===== src/rtl/nandy_io_pkg.sv =====
// Shared register-map constants and helpers for the CPU I/O port responder.
// Status byte layout: {ie_sig, ie_rx, count[2:0], tx_ovf, tx_valid, !empty}.
package nandy_io_pkg;

    // Register select encodings
    localparam logic [1:0] RS_RXTX = 2'd0;
    localparam logic [1:0] RS_STAT = 2'd1;
    localparam logic [1:0] RS_PORT = 2'd2;
    localparam logic [1:0] RS_SIG  = 2'd3;

    // Status bit positions; ST_CNT is the LSB of the 3-bit saturated count field
    localparam int unsigned ST_NEMPTY = 0;
    localparam int unsigned ST_TXV    = 1;
    localparam int unsigned ST_TXOVF  = 2;
    localparam int unsigned ST_CNT    = 3;
    localparam int unsigned ST_IERX   = 6;
    localparam int unsigned ST_IESIG  = 7;

    // Count field is only 3 bits wide; deeper FIFOs report 7 once they hold 7 or more
    function automatic logic [2:0] sat_count(input logic [4:0] cnt);
        return (cnt > 5'd7) ? 3'd7 : cnt[2:0];
    endfunction

endpackage


===== src/rtl/io_rx_fifo.sv =====
// Receive FIFO for the I/O port responder. DEPTH must be a power of two so
// pointer wrap is the natural binary overflow. Push and pop on one edge both
// take effect with the count unchanged.
module io_rx_fifo #(
    parameter int unsigned DEPTH = 4,
    parameter int unsigned WIDTH = 8
) (
    input  logic                         clk,
    input  logic                         nrst,
    input  logic                         push,
    input  logic                         pop,
    input  logic [WIDTH-1:0]             din,
    output logic [WIDTH-1:0]             dout,
    output logic                         empty,
    output logic                         full,
    output logic [$clog2(DEPTH+1)-1:0]   count
);

    localparam int unsigned PtrW = (DEPTH > 1) ? $clog2(DEPTH) : 1;
    localparam int unsigned CntW = $clog2(DEPTH + 1);

    logic [WIDTH-1:0] mem_q [DEPTH];
    logic [PtrW-1:0]  wr_ptr_q, wr_ptr_d;
    logic [PtrW-1:0]  rd_ptr_q, rd_ptr_d;
    logic [CntW-1:0]  count_q, count_d;
    logic             push_ok, pop_ok;

    assign empty   = (count_q == '0);
    assign full    = (count_q == CntW'(DEPTH));
    assign count   = count_q;
    assign dout    = mem_q[rd_ptr_q];
    // Guard against overflow/underflow even if the caller does not
    assign push_ok = push && !full;
    assign pop_ok  = pop && !empty;

    // Next-state pointers and occupancy
    always_comb begin
        wr_ptr_d = wr_ptr_q;
        rd_ptr_d = rd_ptr_q;
        count_d  = count_q;
        if (push_ok) wr_ptr_d = wr_ptr_q + PtrW'(1);
        if (pop_ok)  rd_ptr_d = rd_ptr_q + PtrW'(1);
        case ({push_ok, pop_ok})
            2'b10:   count_d = count_q + CntW'(1);
            2'b01:   count_d = count_q - CntW'(1);
            default: count_d = count_q;
        endcase
    end

    // Pointer and count registers
    always_ff @(posedge clk or negedge nrst) begin
        if (!nrst) begin
            wr_ptr_q <= '0;
            rd_ptr_q <= '0;
            count_q  <= '0;
        end else begin
            wr_ptr_q <= wr_ptr_d;
            rd_ptr_q <= rd_ptr_d;
            count_q  <= count_d;
        end
    end

    // Storage; contents are meaningless after reset since count is zero
    always_ff @(posedge clk) begin
        if (push_ok) mem_q[wr_ptr_q] <= din;
    end

endmodule


===== src/rtl/io_port_responder.sv =====
// Peripheral-side responder for the CPU I/O strobes. Four-register map:
// RX FIFO / TX holding register, status, output latch and sticky SIG flags.
// Define IO_IRQ_EN to add the interrupt-enable bits and the registered irq output.
module io_port_responder
    import nandy_io_pkg::*;
#(
    parameter int unsigned RX_DEPTH = 4,
    parameter logic [7:0]  SIG_MASK = 8'hFF
) (
    input  logic       clk,
    input  logic       nrst,
    input  logic       RD,
    input  logic       WR,
    input  logic [1:0] RS,
    input  logic [7:0] nSIG,
    input  logic [7:0] cpu_dout,
    output logic [7:0] cpu_din,
    input  logic [7:0] rx_data,
    input  logic       rx_valid,
    output logic       rx_ready,
    output logic [7:0] tx_data,
    output logic       tx_valid,
    input  logic       tx_ready,
`ifdef IO_IRQ_EN
    output logic       irq,
`endif
    output logic [7:0] port_out
);

    localparam int unsigned CntW = $clog2(RX_DEPTH + 1);

    logic [7:0]      rx_head;
    logic            rx_empty, rx_full, rx_push, rx_pop;
    logic [CntW-1:0] rx_count;
    logic [4:0]      cnt_ext;

    logic       tx_valid_q, tx_valid_d;
    logic [7:0] tx_data_q, tx_data_d;
    logic       tx_ovf_q, tx_ovf_d;
    logic [7:0] port_q, port_d;
    logic [7:0] sig_flags_q, sig_flags_d;
    logic       ie_rx, ie_sig;
    logic [7:0] status;

    logic wr_rxtx, wr_stat, wr_port, wr_sig;

    assign wr_rxtx = WR && (RS == RS_RXTX);
    assign wr_stat = WR && (RS == RS_STAT);
    assign wr_port = WR && (RS == RS_PORT);
    assign wr_sig  = WR && (RS == RS_SIG);

    assign rx_ready = !rx_full;
    assign rx_push  = rx_valid && !rx_full;
    assign rx_pop   = RD && (RS == RS_RXTX) && !rx_empty;
    assign cnt_ext  = 5'(rx_count);

    io_rx_fifo #(
        .DEPTH (RX_DEPTH),
        .WIDTH (8)
    ) u_rx_fifo (
        .clk   (clk),
        .nrst  (nrst),
        .push  (rx_push),
        .pop   (rx_pop),
        .din   (rx_data),
        .dout  (rx_head),
        .empty (rx_empty),
        .full  (rx_full),
        .count (rx_count)
    );

`ifdef IO_IRQ_EN
    logic [1:0] ie_q, ie_d;
    logic       irq_q, irq_d;

    // Enable bits from status writes; irq follows its sources by one cycle
    always_comb begin
        ie_d  = ie_q;
        if (wr_stat) ie_d = cpu_dout[1:0];
        irq_d = (ie_q[0] && !rx_empty) || (ie_q[1] && (|sig_flags_q));
    end

    // Interrupt state registers
    always_ff @(posedge clk or negedge nrst) begin
        if (!nrst) begin
            ie_q  <= '0;
            irq_q <= 1'b0;
        end else begin
            ie_q  <= ie_d;
            irq_q <= irq_d;
        end
    end

    assign ie_rx  = ie_q[0];
    assign ie_sig = ie_q[1];
    assign irq    = irq_q;
`else
    assign ie_rx  = 1'b0;
    assign ie_sig = 1'b0;
`endif

    // Next state for TX holding register, overflow flag, port latch and SIG flags
    always_comb begin
        tx_valid_d = tx_valid_q;
        tx_data_d  = tx_data_q;
        tx_ovf_d   = tx_ovf_q;
        port_d     = port_q;
        // A byte drained on this edge frees the slot for a same-edge write
        if (wr_rxtx && (!tx_valid_q || tx_ready)) begin
            tx_valid_d = 1'b1;
            tx_data_d  = cpu_dout;
        end else if (tx_valid_q && tx_ready) begin
            tx_valid_d = 1'b0;
        end
        if (wr_stat && cpu_dout[7]) tx_ovf_d = 1'b0;
        // Set after clear so a same-edge drop wins
        if (wr_rxtx && tx_valid_q && !tx_ready) tx_ovf_d = 1'b1;
        if (wr_port) port_d = cpu_dout;
        // W1C then set, so a new strobe on the clearing edge survives
        sig_flags_d = sig_flags_q & ~(wr_sig ? cpu_dout : 8'h00);
        sig_flags_d = sig_flags_d | (~nSIG & SIG_MASK);
    end

    // Register state
    always_ff @(posedge clk or negedge nrst) begin
        if (!nrst) begin
            tx_valid_q  <= 1'b0;
            tx_data_q   <= 8'h00;
            tx_ovf_q    <= 1'b0;
            port_q      <= 8'h00;
            sig_flags_q <= 8'h00;
        end else begin
            tx_valid_q  <= tx_valid_d;
            tx_data_q   <= tx_data_d;
            tx_ovf_q    <= tx_ovf_d;
            port_q      <= port_d;
            sig_flags_q <= sig_flags_d;
        end
    end

    // Zero-latency read mux over pre-edge state
    always_comb begin
        status               = 8'h00;
        status[ST_NEMPTY]    = !rx_empty;
        status[ST_TXV]       = tx_valid_q;
        status[ST_TXOVF]     = tx_ovf_q;
        status[ST_CNT +: 3]  = sat_count(cnt_ext);
        status[ST_IERX]      = ie_rx;
        status[ST_IESIG]     = ie_sig;
        case (RS)
            RS_RXTX: cpu_din = rx_empty ? 8'h00 : rx_head;
            RS_STAT: cpu_din = status;
            RS_PORT: cpu_din = port_q;
            RS_SIG:  cpu_din = sig_flags_q;
            default: cpu_din = 8'h00;
        endcase
    end

    assign tx_valid = tx_valid_q;
    assign tx_data  = tx_data_q;
    assign port_out = port_q;

endmodule


===== config.mk =====
export PLATFORM = sky130hd
export DESIGN_NAME = io_port_responder
export DESIGN_NICKNAME = d
export VERILOG_FILES = /design/src/rtl/nandy_io_pkg.sv /design/src/rtl/io_rx_fifo.sv /design/src/rtl/io_port_responder.sv
export SDC_FILE = /design/constraint.sdc
export NUM_CORES = 1
export LEC_CHECK = 0
export CAP_MARGIN = 20
export CORE_MARGIN = 1.5
export CORE_UTILIZATION = 53
export CTS_BUF_LIST = sky130_fd_sc_hd__clkbuf_4 sky130_fd_sc_hd__clkbuf_8
export CTS_CLUSTER_DIAMETER = 50
export DETAILED_ROUTE_END_ITERATION = 8
export PLACE_DENSITY = 0.89
export SYNTH_ARGS = -nofsm -noshare
export SYNTH_HDL_FRONTEND = slang
export SYNTH_SLANG_ARGS = --single-unit
export TNS_END_PERCENT = 30

===== constraint.sdc =====
create_clock -name clk -period 2.9 [get_ports clk]
set_clock_uncertainty 0.05 [all_clocks]
set_input_delay 0.58 -clock clk [delete_from_list [all_inputs] [get_ports clk]]
set_output_delay 0.58 -clock clk [all_outputs]
set_load 0.005 [all_outputs]

# --- Word-level counts from Yosys, hierarchy flattened ---
# Memories as Yosys holds them, arrays and structs flattened.
# Cells that the tools add are included.
# Widths: inputs -> output; s select.
word_totals:
  regBits: 33
  latch_bits: 0
  mem_bits_rw: 32
  elab_cells: 59
  mem_bits_ro: 0
  mem_count: 1
memory_table:
  columns: ["name", "depth", "word_bits", "read_ports", "rd_ports_with_merged_regs", "write_ports", "line_no", "source"]
  rows:
  - ["u_rx_fifo.mem_q", 4, 8, 1, 0, 1, "io_rx_fifo.sv:22", "logic [WIDTH-1:0] mem_q [DEPTH];"]
op_classes:
  reduce_logical: 24
  eq_ne: 6
  div_mod_pow: 0
  order_cmp: 1
  mul: 0
  shift: 0
  bitwise_logic: 4
  muxes: 11
  add_sub_neg: 4
ops:
  columns: ["op", "count"]
  rows:
  - ["$pmux 8 s4", 1]
  - ["$mux 8", 2]
  - ["$not 8->8", 2]
  - ["$logic_and 1x1->1", 14]
  - ["$and 8x8->8", 1]
  - ["$or 8x8->8", 1]
  - ["$eq 2x2->1 const B", 3]
  - ["$mux 1", 6]
  - ["$pmux 3 s2", 1]
  - ["$reduce_bool 2->1", 3]
  - ["$add 2x1->2 const B", 2]
  - ["$eq 2x1->1 const B", 2]
  - ["$logic_not 1->1", 4]
  - ["$add 3x1->3 const B", 1]
  - ["$eq 3x3->1 const B", 1]
  - ["$gt 3x3->1 const B", 1]
  - ["$logic_not 3->1", 1]
  - ["$mux 3", 1]
  - ["$sub 3x1->3 const B", 1]
  - ["$logic_not 2->1", 1]
  - ["$logic_or 1x1->1", 1]

# --- Longest topological paths before layout ---
# Gate-level depths: netlist of the first run.
depth:
  ltp_word: 6
  depth_mapped: 9
  depth_no_buf: 9

# --- By module ---
# A second synthesis of the first run with hierarchy kept.
unflattened:
  cells_unflattened: 198
  hier_area_um2: 2860.2
by_module_without_submodules:
  columns: ["mod", "area_each_um2", "seq_area_each_um2", "n_inst", "cells_each"]
  rows:
  - ["io_rx_fifo", 1592.8, 1136.1, 1, 79]
  - ["io_port_responder", 1267.5, 650.6, 1, 119]

# --- Worst setup path before layout of the first run ---
# No wires, ideal clock.
synth_timing:
  path_type: "input-to-reg"
  from: "input port RS[1]"
  to: "register u_rx_fifo.count_q[2] (netlist: u_rx_fifo.count[2])"
  slack_ns: 0.728
  arrival_ns: 2.043
  cell_stages: 9
  path_cell_list: "nor2_1 buf_2 and3_1 ha_1 inv_1 fa_1 xor2_1 nor2_1 xor2_1"
synth_via:
  elab_chain_len: 6
synth_rtl:
  columns: ["item", "line_no", "source"]
  rows:
  - ["start, declared", "io_port_responder.sv:14", "input logic [1:0] RS,"]
  - ["$logic_not 2->1 (*)", "io_port_responder.sv:54", "assign rx_pop = RD && (RS == RS_RXTX) && !rx_empty;"]
  - ["$logic_and 1x1->1 (*) (2 in series)", "io_port_responder.sv:54", null]
  - ["$logic_and 1x1->1 (*)", "io_rx_fifo.sv:34", "assign pop_ok = pop && !empty;"]
  - ["named net u_rx_fifo.pop_ok", "io_rx_fifo.sv:26", "logic push_ok, pop_ok;"]
  - ["$eq 2x1->1 or $eq 2x2->1 (tied branches)", "io_rx_fifo.sv:43", "case ({push_ok, pop_ok})"]
  - ["$pmux 3 s2 or $reduce_bool 2->1 (tied branches)", null, null]
  - ["end signal, assigned", "io_rx_fifo.sv:59", "count_q <= count_d;"]
  - ["end, declared", "io_rx_fifo.sv:25", "logic [CntW-1:0] count_q, count_d;"]
# The timed path passes the listed nets; every way through them passes the cells marked *.
# A chain may end at the register's enable or synchronous reset.

# --- Worst setup path in the final report of the first run ---
layout_timing:
  from: "input port RS[0]"
  to: "output port cpu_din[5]"
layout_via:
  elab_chain_len: 2
layout_rtl:
  columns: ["item", "line_no", "source"]
  rows:
  - ["$eq 2x2->1, or another cell as far along", "io_port_responder.sv:150", "case (RS)"]
  - ["$pmux 8 s4 (*)", "io_port_responder.sv:150", null]
  - ["end, declared", "io_port_responder.sv:17", "output logic [7:0] cpu_din,"]
# Mark *: on every way between the ends. The rest lies on a longest branch, timed or not.

==> metrics, run 1 <==
Inst Count DP=roughly 330; Hold WS=0.456 ns; grt total ovfl=0; CP Capture Type=output pin; Worst Setup SP=RS[0]; Yosys cell types=30; area delta synth->final=31.3%; Post-Synthesis Cells=200; Syn Nets=238; Seq/Total Area, Yosys=0.643; synth warn=0; area share of the largest cell type after synthesis=0.346; Post-Syn Area=0.00278 sq mm; WP buf/inv=3; IO Port Bufs=57; final wirelength=approximately 6.0 mm; RSZ-0062 raised after global routing=false; Setup WS pre-CTS=0.0191 ns; Fmax=362 MHz; worst setup margin=0.134 ns; Worst-Skew Late Latency=0.32 ns; Vias/cell=between 5 and 6; pwr dens=779 mW/mm^2; # rows=26; FF+latch count, synth=65; Placer Congestion=0.865; die span in x=between 70 and 80 microns; clock sinks=65; CP peak stage delay=about 0.55 ns; antenna-violating nets left=0; hpwl dp=roughly 4.3 mm; min-delay src=tx_data[4]; post-synth top area cell=edfxtp_1; Worst path top cell family by delay=buffers and inverters; Peak VDD IR=about 0.00058 V; diode count=0; multi-input logic area=903 sq um; post-synthesis async set-or-reset flop share=0.508; CP arrival=2.14 ns; cell mode on critical path=clkdlybuf4s50_1; Worst slew margin=0.590; Initial Util=0.548; EDFF count, synth=32; Worst R2R Start=u_rx_fifo.count[2]; commonest non-fill, non-tap cell in the layout=clkdlybuf4s50_1; max-slew violations=0; predominant post-synthesis flop cell=dfrtp_1; vias in the first global route=approximately 1,900; DRC Markers=0; Required @ worst endpoint=between 2 and 2.5 ns; crit path to=cpu_din[5]; critical-path maximum fanout=11; worst reg2reg setup slack=about 0.54 ns; Final Cell Area=0.00365 sq mm; critical path depth=6; total CTS buffers=9; die height=75.4 microns; Worst setup SP type=input pin; htree depth=3; final hold vios=0; # nets final=306; commonest cells after routing, fill and taps aside=56 x clkdlybuf4s50_1, 33 x dfrtp_1, 32 x edfxtp_1; HP Class=register to register; 1st-pass router iterations=4; worst slew pin tran=0.613 ns; Clock transition at path regs=0.07 ns; FF/Latch Area=0.00179 sq mm; TritonCTS clock tree=yes; Final Critical Period=roughly 2.8 ns; fill count=348; fin cells=approximately 340; leakage power=about 0.0015 uW; largest net degree at the start of global routing=34; R2R Path End=u_rx_fifo.count[2]; setup TNS=0 ns; Boundary Pins=58; CTS root buf=clkbuf_8; Area contributors post-synth=edfxtp_1 35%, dfrtp_1 30%, mux4_2 6.5%; DIE AREA=about 0.0057 sq mm; Max-Cap Viols=0; Area after DPL=between 0.003 and 0.004 sq mm; via count=1,863; share of layout cells above drive strength 1=0.168; per-cell routed wire length=roughly 17 microns; Final Cycle Share=0.954; Total GRT Usage=0.231; Syn Area/Cell=~14 sq um; global-route wire length before repair=~9.2 mm; worst reg2reg path depth=8; endpoints failing setup=0; First DRT Iteration DRCs=roughly 150; initial antenna violation count=0; core box area=~0.005 sq mm; WS Path Type=input pin to output pin; Clock Path Buffers=2; worst path cell trace=clkdlybuf4s50_1, nor2_1, buf_4, nand3_1, o211ai_1, clkdlybuf4s50_1; outcome=finished clean; Slowest cell on crit path=clkdlybuf4s50_1
==> layout make-up <==
class,instances,area share
clock buffers,12,0.0401
clock inverters,4,0.0123
inverters,16,0.0175
multi-input cells,113,0.247
flip-flops and latches,65,0.489
well taps,70,0.0240
repair buffers,63,0.169
==> logic make-up after synthesis <==
kind of cell | after synthesis | synth area share
buf+inv | 22 | 0.0324
compound gates | 27 | 0.0554
simple gates | 48 | 0.0860
xor+xnor | 6 | 0.0189
mux | 26 | 0.135
fa+ha+maj | 6 | 0.0297
flops | 65 | 0.643
==> through the flow <==
stage / util / power [uW]
after CTS: 0.718 / 2870
after floorplan: - / 1760
final: 0.719 / 2840
after global routing: 0.719 / 2990
after global placement: 0.680 / 2080
after detailed placement: 0.680 / 2120
==> sequential cells by signal, indices dropped and copies added, names as in the netlist <==
signal and cells:
port_out 8, sig_flags_q 8, tx_ovf_q 1, u_rx_fifo.count 3, u_rx_fifo.wr_ptr_q 2, tx_valid 1
u_rx_fifo.mem_q 32, u_rx_fifo.rd_ptr_q 2, tx_data 8
==> power breakdown <==
group | internal (uW) | switching (uW)
clock network | 422 | 306
registers | 1170 | 118
logic | 458 | 370
==> worst min-delay path by stage <==
| stage | cells after the start | to | slack (ns) |
|---|---|---|---|
| 2_1_floorplan | 0 | port_out[0] | 0.23 |
| 3_3_place_gp | 2 | port_out[7] | 0.43 |
| 3_5_place_dp | 1 | tx_data[4] | 0.44 |
| 4_1_cts | 1 | tx_data[4] | 0.46 |
| 5_1_grt | 1 | tx_data[5] | 0.48 |
| 6_report | 1 | tx_data[4] | 0.46 |
==> layer usage <==
metal | routed length [microns] | GRT usage | up-vias | share of wire
met1 | 2370 | 0.285 | 932 | 0.40
met5 | 0 | 0 | - | 0
met4 | 139 | 0.101 | 0 | 0.023
met3 | 220 | 0.0648 | 10 | 0.037
li1 | - | - | 863 | -
met2 | 3260 | 0.383 | 58 | 0.54
==> timing repair <==
action | 4_1_cts | 5_1_grt
gates resized for setup | 0 | 2
setup endpoints to repair | 0 | 8
hold buffers | 0 | 0
setup buffers | 0 | 0
==> Yosys cell counts (all sizes together), types with 3 or more instances <==
cell type,number
mux4,8
mux2,9
dfrtp,33
edfxtp,32
buf,4
xor2,3
mux2i,9
o211ai,6
xnor2,3
nand3,9
inv,15
nand2,24
o21ai,20
ha,5
and3,5
No activity file was read; power rests on OpenSTA's default activity.
==> run 2: changes to the inputs <==
--- a/config.mk
+++ b/config.mk
@@ -7,12 +7,14 @@
 export LEC_CHECK = 0
 export CAP_MARGIN = 20
 export CORE_MARGIN = 1.5
-export CORE_UTILIZATION = 53
+export CORE_UTILIZATION = 50
 export CTS_BUF_LIST = sky130_fd_sc_hd__clkbuf_4 sky130_fd_sc_hd__clkbuf_8
 export CTS_CLUSTER_DIAMETER = 50
+export CTS_CLUSTER_SIZE = 8
 export DETAILED_ROUTE_END_ITERATION = 8
-export PLACE_DENSITY = 0.89
+export PLACE_DENSITY = 0.85
 export SYNTH_ARGS = -nofsm -noshare
 export SYNTH_HDL_FRONTEND = slang
+export SYNTH_HIERARCHICAL = 1
 export SYNTH_SLANG_ARGS = --single-unit
 export TNS_END_PERCENT = 30
==> run 2 against run 1 <==
  * Final cell count rose by 1.7%
  * Combinational power grew 16%
  * Sequential power about the same
  * Cell area increased by 5.6%
==> metrics, run 2 <==
critical-path maximum fanout=2 (was 11); multi-input logic area=992 sq um (was 903 sq um); # rows=27 (was 26); part of the power in combinational logic=0.304 (was 0.292); die span in x=78.6 microns (was 75.4 microns); FF+latch count, synth=65 (unchanged); post-synth top area cell=edfxtp_1 (unchanged); Max-Cap Viols=0 (unchanged); Layout Utilization=0.700 (was 0.719); TritonCTS clock tree=yes (unchanged); Fmax=355 MHz (was 362 MHz); 1st-pass router iterations=4 (unchanged); Boundary Pins=58 (unchanged); max-slew violations=0 (unchanged); Clock Path Buffers=2 (unchanged); Initial Util=0.519 (was 0.548); HP Class=register to register (unchanged); area share of the largest cell type after synthesis=0.336 (was 0.346); Post-synth top cells=33 x dfrtp_1, 32 x edfxtp_1, 22 x nand2_1, 21 x o21ai_0, 15 x inv_1 (was 33 x dfrtp_1, 32 x edfxtp_1, 24 x nand2_1, 20 x o21ai_0, 15 x inv_1); Placer Congestion=0.783 (was 0.865); Global Route met3 Usage=0.0558 (was 0.0648); Worst slew margin=0.647 (was 0.590); htree depth=3 (unchanged); grt total ovfl=0 (unchanged); Area contributors post-synth=edfxtp_1 34%, dfrtp_1 29%, mux4_2 7.1% (was edfxtp_1 35%, dfrtp_1 30%, mux4_2 6.5%); via count=1,811 (was 1,863); final hold vios=0 (unchanged); Seq/Total Area, Yosys=0.625 (was 0.643); Vias/cell=5.19 (was 5.43); Post-Syn Area=0.00286 sq mm (was 0.00278 sq mm); global-route wire length before repair=9.27 mm (was 9.17 mm); largest net degree at the start of global routing=34 (unchanged); FF/Latch Area=0.00179 sq mm (unchanged); leakage power=0.00156 uW (was 0.00146 uW); Synth Area in Compound Gates=0.0656 (was 0.0554); total CTS buffers=9 (unchanged); Seq pwr share=0.408 (was 0.453); DIE AREA=0.00618 sq mm (was 0.00569 sq mm); met2 Track Usage GR=0.336 (was 0.383); simple-gate portion of the synthesized area=0.0783 (was 0.0860); setup TNS=0 ns (unchanged); fill count=382 (was 348); Peak VDD IR=0.000458 V (was 0.000580 V); CP peak stage delay=0.46 ns (was 0.55 ns); largest family of logic cells by synthesized area=multiplexers (unchanged); diode count=0 (unchanged); Syn Area/Cell=14.4 sq um (was 13.9 sq um); Int Power=2310 uW (was 2050 uW); proportion of power drawn by the clock network=0.288 (was 0.256); area delta synth->final=34.8% (was 31.3%); First DRT Iteration DRCs=64 (was 145); predominant post-synthesis flop cell=dfrtp_1 (unchanged); antenna-violating nets left=0 (unchanged); Global Route met1 Usage=0.248 (was 0.285); vias in the first global route=1,914 (was 1,909); share of layout cells above drive strength 1=0.224 (was 0.168); Worst-Skew Late Latency=0.34 ns (was 0.32 ns); max reg flops=32 (unchanged); Final Cycle Share=0.970 (was 0.954); Post-Synth Adder-Cell Area=0.0289 (was 0.0297); outcome=finished clean (unchanged); post-synthesis mux area share=0.147 (was 0.135); CP Capture Type=output pin (unchanged); synth warn=6 (was 0); Top reg by flops=u_rx_fifo/mem_q (was u_rx_fifo.mem_q); final wirelength=5.60 mm (was 5.99 mm); EDFF count, synth=32 (unchanged); Required @ worst endpoint=2.27 ns (about the same); core box area=0.00551 sq mm (was 0.00507 sq mm); Slowest cell on crit path=mux4_2 (was clkdlybuf4s50_1); per-cell routed wire length=16.0 microns (was 17.5 microns); Syn Nets=236 (was 238); # nets final=310 (was 306); post-synthesis xor/xnor area fraction=0.0184 (was 0.0189); clock sinks=65 (unchanged); cell mode on critical path=mux4_2 (was clkdlybuf4s50_1); commonest cells after routing, fill and taps aside=55 x clkdlybuf4s50_1, 33 x dfrtp_1, 32 x edfxtp_1 (was 56 x clkdlybuf4s50_1, 33 x dfrtp_1, 32 x edfxtp_1); Final Critical Period=2.81 ns (was 2.77 ns); WS Path Type=register to output pin (was input pin to output pin); post-synthesis async set-or-reset flop share=0.508 (unchanged); IO Port Bufs=57 (unchanged); NetSw=868 uW (was 794 uW); cell with the most instances after synthesis=dfrtp_1 (unchanged); DRC Markers=0 (unchanged); Post-Synthesis Cells=198 (was 200); die height=78.6 microns (was 75.4 microns); Total GRT Usage=0.204 (was 0.231); hpwl dp=4.07 mm (was 4.33 mm); gr busiest metal=met2 (unchanged); Worst setup SP type=register (was input pin); pwr dens=823 mW/mm^2 (was 779 mW/mm^2); Sw Ratio=0.273 (was 0.279); Yosys cell types=34 (was 30); Clock transition at path regs=0.07 ns (about the same); CTS root buf=clkbuf_8 (unchanged); CP arrival=2.18 ns (was 2.14 ns); endpoints failing setup=0 (unchanged); RSZ-0062 raised after global routing=true (was false); worst slew pin tran=0.529 ns (was 0.613 ns); worst path cell trace=buf_4, mux4_2, nor2b_1, mux4_2, dlygate4sd2_1 (was clkdlybuf4s50_1, nor2_1, buf_4, nand3_1, o211ai_1, clkdlybuf4s50_1); initial antenna violation count=0 (unchanged); commonest non-fill, non-tap cell in the layout=clkdlybuf4s50_1 (unchanged)
run 2: critical path: cells and delay by family (launching register included):
family                 cells  cell delay [ns]
DFF                        1             0.38
muxes                      2             0.91
and+or+nand+nor            1             0.16
buffers and inverters      2             0.40
run 2: cell type report:
cell class	instances	share of cell area
Clock inverter	6	0.0276
Multi-Input combinational cell	110	0.257
Timing Repair Buffer	71	0.180
Clock buffer	10	0.0341
Sequential cell	65	0.463
Inverter	15	0.0146
Tap cell	72	0.0234
run 2: kinds of logic after synthesis:
| family | after synthesis |
|---|---|
| compound gates | 32 |
| xor+xnor | 6 |
| fa+ha+maj | 6 |
| buf+inv | 23 |
| flops | 65 |
| mux | 26 |
| simple gates | 40 |
run 2: timing repair:
action | CTS | global route
hold buffers | 0 | 0
setup endpoints to repair | 5 | 7
setup buffers | 2 | 1
gates resized for setup | 2 | 5
endpoints found under the hold margin | 0 | 0
run 2: final timing paths:
path                                      end  slack [ns]                  start  depth (start not counted)
min reg2reg                        tx_data[3]        0.46             tx_data[3]                          1
min in group asynchronous  u_rx_fifo/count[2]        0.60                   nrst                          2
max in group asynchronous  u_rx_fifo/count[1]        1.91                   nrst                          2
min                                tx_data[3]        0.46             tx_data[3]                          1
max reg2reg                u_rx_fifo/count[2]        0.50     u_rx_fifo/count[0]                         10
max                                cpu_din[1]        0.09  u_rx_fifo/rd_ptr_q[0]                          5
run 2: metrics by stage:
stage               hold WS [ns]  instances  cell area, sq um  setup WS [ns]  power, uW
floorplan                  0.234        198              2860          0.406       1820
global placement           0.445        330              3570         0.0575       2190
detailed placement         0.443        330              3570        -0.0264       2230
CTS                        0.461        348              3820       0.000567       3180
global route               0.473        349              3860        0.00416       3340
finish                     0.460        349              3860         0.0861       3180
run 2: per-layer routing:
| layer | vias up | share of wire | wire [microns] |
|---|---|---|---|
| li1 | 858 | - | - |
| met2 | 49 | 0.51 | 2870 |
| met1 | 892 | 0.42 | 2330 |
| met5 | - | 0 | 0 |
| met3 | 12 | 0.052 | 293 |
| met4 | 0 | 0.019 | 104 |
run 2: power groups by stage:
| stage | sequential [uW] | clock [uW] | combinational, uW |
|---|---|---|---|
| finish | 1300 | 914 | 965 |
| global placement | 1300 | 0 | 894 |
| floorplan | 1270 | 0 | 550 |
| CTS | 1290 | 931 | 953 |
| global route | 1320 | 966 | 1050 |
| detailed placement | 1310 | 0 | 925 |
==> edit 1, RTL diff (config.mk and constraints of run 1) <==
The option `IO_IRQ_EN` is turned on by a define.
--- a/src/rtl/io_port_responder.sv
+++ b/src/rtl/io_port_responder.sv
@@ -1,6 +1,8 @@
 // Peripheral-side responder for the CPU I/O strobes. Four-register map:
 // RX FIFO / TX holding register, status, output latch and sticky SIG flags.
 // Define IO_IRQ_EN to add the interrupt-enable bits and the registered irq output.
+`define IO_IRQ_EN
+
 module io_port_responder
     import nandy_io_pkg::*;
 #(
Check against the original RTL (old outputs only; new: irq): not equivalent (a bounded check fails within 4 cycles, from zero or initial values and one cycle with nrst low).
==> edit 1 against run 1 <==
  * Cell area is 4.8% higher
  * Core utilization is 1.6 points lower
  * Clock power is 3.2% lower
  * Wire length is 6.2% higher
  * Area after synthesis is 6.3% higher
  * Sequential share of layout area is 0.26 points lower
  * Sequential cell count is 3 higher
  * Total power is 1.5% higher
  * Cell count is 4.4% higher
  * Setup slack better by 0.0055 ns
  * Highest routed layer unchanged
==> edit 1: results (changes against run 1) <==
** Status
- The run finished with clean final reports.

** Yosys
- Number of flops mapped to enable cells by yosys :: 32 (unchanged)
- Leading cell types by total area after synthesis :: edfxtp_1 (33%), dfrtp_1 (30%), mux4_2 (6.1%)
- The number of cells produced by synthesis came to 212 (+6.0%).
- The net count after synthesis was 250 (+5.0%).
- For this run, the leading register cell type out of synthesis is dfrtp_1.
- The number of distinct library cell variants in the gate-level netlist after synthesis is 32 (+6.7%).
- The Yosys warning count is 0 (unchanged).
- The fraction of synthesis flops using an asynchronous set or reset pin is 52.9% (+2.2 points).
- The sequential share of the synthesized area was 63.0% (-1.3 points).
- Leading cell types by count after synthesis :: dfrtp_1 (36), edfxtp_1 (32), nand2_1 (25)

** Finish
- Final #Nets :: 319 (+4.2%)
- The number of flip-flops in the largest register was 32 (unchanged).
- The antenna cell count was 0 (unchanged).
- The register with the most flip-flops in the final layout is u_rx_fifo.mem_q.
- Share of post-route cells with drive strength above 1 :: 16.4% (-0.42 points)

** Routing
- Via/cell ratio :: 5.49 (+1.1%)
- Number of violations reported at the end of detailed-routing iteration 0 :: 190 (+31%)
- Overall via count from detail_route :: 1966 (+5.5%)
- Total wirelength of the detailed-routed design :: 6360 um (+6.2%)
- Detailed-routing iteration count for the pre-antenna-repair pass :: 5 (+1)

** Placed design
- DP HPWL :: 4360 um (+0.77%)
- Placed instance area :: 3640 um2 (+5.5%)
- The cell count after placement was 342 (+4.6%).
- IO buf count :: 58 (+1.8%)
- The final weighted congestion in routability-driven placement was 0.866 (about the same).

** GRT
- Initial antenna violation count :: 0 (unchanged)
- The number of global-route vias before repair was 2085 (+9.2%).
- The aggregate global-route resource usage was 23.3% (+0.27 points).
- First-pass GRT wire length :: 10400 um (+13%)
- The largest net degree at the start of global routing is 37 (+8.8%).

** STA
- The measured slew at the worst slew-check pin is 0.563 ns (-0.0495 ns).

** Hold path
- In this run the worst hold path is classified as flip-flop to flip-flop.

** Pwr
- Maximum ir drop on the vdd rail :: 716 uV (+23%)
- Leak :: 1.56 nW (+6.5%)

** Worst setup path
- Slowest Stage Delay on Critical Path :: 0.53 ns (-0.02 ns)
- Highest fanout seen on the critical path :: 10 (-1)
- Flop2flop setup slack :: 0.51 ns (-0.03 ns)
- Among all stages on the critical path, the largest delay is contributed by mux4_2.
- Data arrival time at the worst-slack endpoint :: between 2 and 2.5 ns

** Clock tree
- Library cell used as clock root buffer :: clkbuf_8
- The clock insertion delay at the later pin of the skew report came to 0.34 ns (+0.02 ns).
## edit 1: final timing paths
kind                                  startpoint               endpoint  cells after the start
max in group asynchronous                   nrst  u_rx_fifo.wr_ptr_q[0]                      2
min reg2reg                          port_out[7]            port_out[7]                      2
max                        u_rx_fifo.rd_ptr_q[0]             cpu_din[0]                      5
min                                  port_out[7]            port_out[7]                      2
min in group asynchronous                   nrst             tx_data[7]                      2
max reg2reg                   u_rx_fifo.count[0]     u_rx_fifo.count[2]                      9
## edit 1: power breakdown
| part | switching (mW) | leakage [nW] | internal [mW] |
|---|---|---|---|
| clock | 0.335 | 0.0981 | 0.370 |
| combinational | 0.359 | 0.760 | 0.472 |
| sequential | 0.130 | 0.700 | 1.22 |
| total | 0.823 | 1.56 | 2.06 |
## edit 1: layer usage
metal	vias up	global-route usage, %	wire (um)
met2	74	37.9	3200
met5	-	0	0
met3	20	5.41	340
met4	0	12.9	174
met1	968	28.8	2640
li1	904	-	-
## edit 1: worst reg2reg max path: stages (launching register included)
cell,delay (ns)
dfrtp_1,0.43
or3b_1,0.49
and2_4,0.22
inv_1,0.05
ha_1,0.17
inv_1,0.06
fa_1,0.38
xor2_1,0.15
nor2_1,0.14
xor2_1,0.18
## edit 1: area by class of cell
| cell class | instances | area, um2 |
|---|---|---|
| Multi-Input combinational cell | 121 | 996 |
| Inverter | 15 | 57.6 |
| Clock inverter | 2 | 10.0 |
| Fill cell | 359 | 1610 |
| Timing Repair Buffer | 66 | 642 |
| Tap cell | 72 | 90.1 |
| Sequential cell | 68 | 1860 |
| Clock buffer | 14 | 168 |
## edit 1: logic make-up (layout without fill, tap and decap cells)
kind of cell	after synthesis	after routing	synth area share [%]
compound gates	30	30	6.05
xor+xnor	6	6	1.78
fa+ha+maj	6	6	2.79
buf+inv	23	97	3.30
flops	68	68	63.0
mux	28	28	14.4
simple gates	51	51	8.72
## edit 1: repair_timing
action	CTS	global route
setup endpoints to repair	2	7
setup buffers	0	0
cloned	0	0
resized for setup	2	1
## edit 1: stage by stage
stage               setup WS (ns)   TNS (ns)  total power, mW  hold WS [ns]  utilization, %
global route               0.0124          0             3.02         0.483            70.3
global placement           0.0721          0             2.15         0.442            67.0
finish                      0.140          0             2.89         0.467            70.3
detailed placement      -0.000732  -0.000732             2.19         0.445            67.0
floorplan                   0.515          0             1.82         0.234               -
CTS                       0.00587          0             2.89         0.470            70.3
==> edit 2, RTL diff (settings of run 1) <==
Without the edit above. Take the reset off `tx_data_q` and load it in a clocked block of its own.
--- a/src/rtl/io_port_responder.sv
+++ b/src/rtl/io_port_responder.sv
@@ -125,17 +125,19 @@
     always_ff @(posedge clk or negedge nrst) begin
         if (!nrst) begin
             tx_valid_q  <= 1'b0;
-            tx_data_q   <= 8'h00;
             tx_ovf_q    <= 1'b0;
             port_q      <= 8'h00;
             sig_flags_q <= 8'h00;
         end else begin
             tx_valid_q  <= tx_valid_d;
-            tx_data_q   <= tx_data_d;
             tx_ovf_q    <= tx_ovf_d;
             port_q      <= port_d;
             sig_flags_q <= sig_flags_d;
         end
+    end
+
+    always_ff @(posedge clk) begin
+        tx_data_q <= tx_data_d;
     end
 
     // Zero-latency read mux over pre-edge state
Behaviour: not the same (a bounded check fails within 4 cycles, from zero or initial values and one cycle with nrst low).
==> edit 2 against run 1 <==
  * Area after synthesis shrank 2.1%
  * Wire length decreased by 8.8%
  * Cell count shrank 3.2%
  * Sequential cell count is the same
  * Setup slack worse by 0.047 ns
  * Count of clock-buffer cells in the layout decreased by 1
  * Core utilization rose by 3.3 points
  * Critical path depth decreased by 2
  * Total power rose by 0.67%
  * Cell area decreased by 0.14%
  * Largest power group unchanged
==> edit 2: results (changes against run 1) <==
** Status
- The flow ran to the end, and the final reports show no timing, DRC or antenna violations.

** Routing
- The average routed wire per standard cell is 16.5 um (-5.8%).
- Detailed-routing iteration count for the pre-antenna-repair pass :: 4 (unchanged)
- Number of violations reported at the end of detailed-routing iteration 0 :: 98 (-32%)
- Via/cell ratio :: 5.38 (-1.0%)

** GRT
- First-pass GRT wire length :: 8800 um (-4.1%)
- The initial antenna violation count was 0 (unchanged).
- The largest net degree at the start of global routing is 26 (-24%).
- Total global-route track usage :: 22.0% (-1.0 points)
- Via count of the first global-routing pass :: 1889 (-1.0%)

** Finish
- Number of flip-flops in the largest register :: 32 (unchanged)
- The post-layout net count came to 298 (-2.6%).
- The antenna cell count came to 0 (unchanged).
- Share of post-route cells with drive strength above 1 :: 14.7% (-2.1 points)
- Leaving out fill and tap cells, the most frequent cell in the layout is clkdlybuf4s50_1.
- The register with the most flip-flops in the final layout is u_rx_fifo.mem_q.
- Number of fill cells in the layout :: 320 (-8.0%)

** Yosys
- By count the netlist is led by edfxtp_1 (40), dfrtp_1 (25), nand2_1 (23).
- The multiplexer fraction of the synthesized cell area came to 10.5% (-3.0 points).
- Yosys synthesis warning count :: 0 (unchanged)
- Xor/xnor share of the synthesized area :: 1.93% (+0.040 points)
- Leading cell types by total area after synthesis :: edfxtp_1 (44%), dfrtp_1 (23%), mux4_2 (6.6%)
- Number of flops mapped to enable cells by yosys :: 40 (+25%)
- The number of distinct library cell variants in the gate-level netlist after synthesis was 30 (unchanged).
- The sequential share of the synthesized area came to 67.1% (+2.8 points).
- Synth Net Count :: 228 (-4.2%)
- For this run, the leading register cell type out of synthesis is edfxtp_1.
- Async S/R FF share, synth :: 38.5% (-12 points)
- The area share of fa/ha/maj cells after synthesis came to 3.03% (+0.063 points).
- The post-synthesis compound-gate area fraction came to 5.56% (+0.025 points).

** Worst setup path
- The worst endpoint data arrival time came to 2.18 ns (+0.04 ns).
- The largest fanout on the critical path came to 10 (-1).

** Hold path
- In this run the worst hold path is classified as flip-flop to flip-flop.

** Placed design
- The count of buffers inserted at the top-level ports was 57 (unchanged).
- The detailed placer's ending HPWL is 3930 um (-9.1%).
- GP Congestion :: 0.849 (-1.9%)

** Pwr
- Leak :: 1.41 nW (-3.5%)
- The largest voltage drop on the vdd net came to 534 uV (-8.0%).

** STA
- Slew at the pin closest to its max-slew limit :: 0.543 ns (-0.0694 ns)

** Clock tree
- Clock latency on the worst-skew pair, taken at its later pin, is roughly 0.33 ns.
- Clock slew at reported path FFs :: 0.07 ns (about the same)
- CTS placed an instance of clkbuf_8 at the clock tree root.
- The H-tree level count is 3 (unchanged).
- The CTS buffer count is 9 (unchanged).
- The maximum clock path buffer count was 2 (unchanged).
edit 2: through the flow:
stage	setup WS (ns)	area, um2	util, %	instances
2_1_floorplan	0.750	2720	-	190
3_3_place_gp	0.0972	3420	70.5	316
3_5_place_dp	0.0916	3420	70.5	316
4_1_cts	0.0587	3640	75.1	332
5_1_grt	0.00337	3650	75.2	332
6_report	0.0866	3650	75.2	332
edit 2: report_power, final:
part / internal (mW) / leakage (nW) / switching (mW)
Combinational: 0.413 / 0.660 / 0.312
Sequential: 1.16 / 0.644 / 0.120
Clock: 0.515 / 0.109 / 0.336
Total: 2.09 / 1.41 / 0.769
edit 2: path summary, 6_finish.rpt:
| kind | startpoint | to | slack [ns] | depth (start not counted) |
|---|---|---|---|---|
| setup / recovery | RS[1] | cpu_din[3] | 0.09 | 4 |
| hold reg to reg | sig_flags_q[4] | sig_flags_q[4] | 0.47 | 2 |
| setup reg to reg | u_rx_fifo.count[0] | u_rx_fifo.count[2] | 0.61 | 9 |
| hold / removal | sig_flags_q[4] | sig_flags_q[4] | 0.47 | 2 |
| max in group asynchronous | nrst | sig_flags_q[4] | 2.00 | 2 |
| min in group asynchronous | nrst | port_out[6] | 0.55 | 2 |
edit 2: area by class of cell:
type / instances / area share (%)
clock buffer: 11 / 3.98
inverter: 15 / 1.54
timing repair buffer: 64 / 17.5
sequential: 65 / 50.1
multi-input combinational: 105 / 22.3
clock inverter: 5 / 2.20
tap: 67 / 2.30
edit 2: logic make-up after synthesis:
group / count (synthesis)
buffers and inverters: 20
adders and majority gates: 6
DFF: 65
xor gates and xnor gates: 6
AOI/OAI and AO/OA: 27
muxes: 18
and+or+nand+nor: 48
edit 2: per-layer routing:
metal / up-vias / wire (um) / GRT usage (%)
li1: 832 / - / -
met1: 860 / 2330 / 27.4
met2: 81 / 2670 / 36.7
met3: 12 / 361 / 5.62
met4: 0 / 107 / 10.1
met5: - / 0 / 0
edit 2: worst max-delay path: stages:
cell             delay, ns
clkdlybuf4s50_1       0.52
clkinv_1              0.26
o211ai_1              0.28
clkdlybuf4s50_1       0.54
edit 2: repair_timing:
action | CTS | global route
endpoints found under the setup margin | 0 | 4
resized for setup | 0 | 1
buffers inserted | 0 | 0
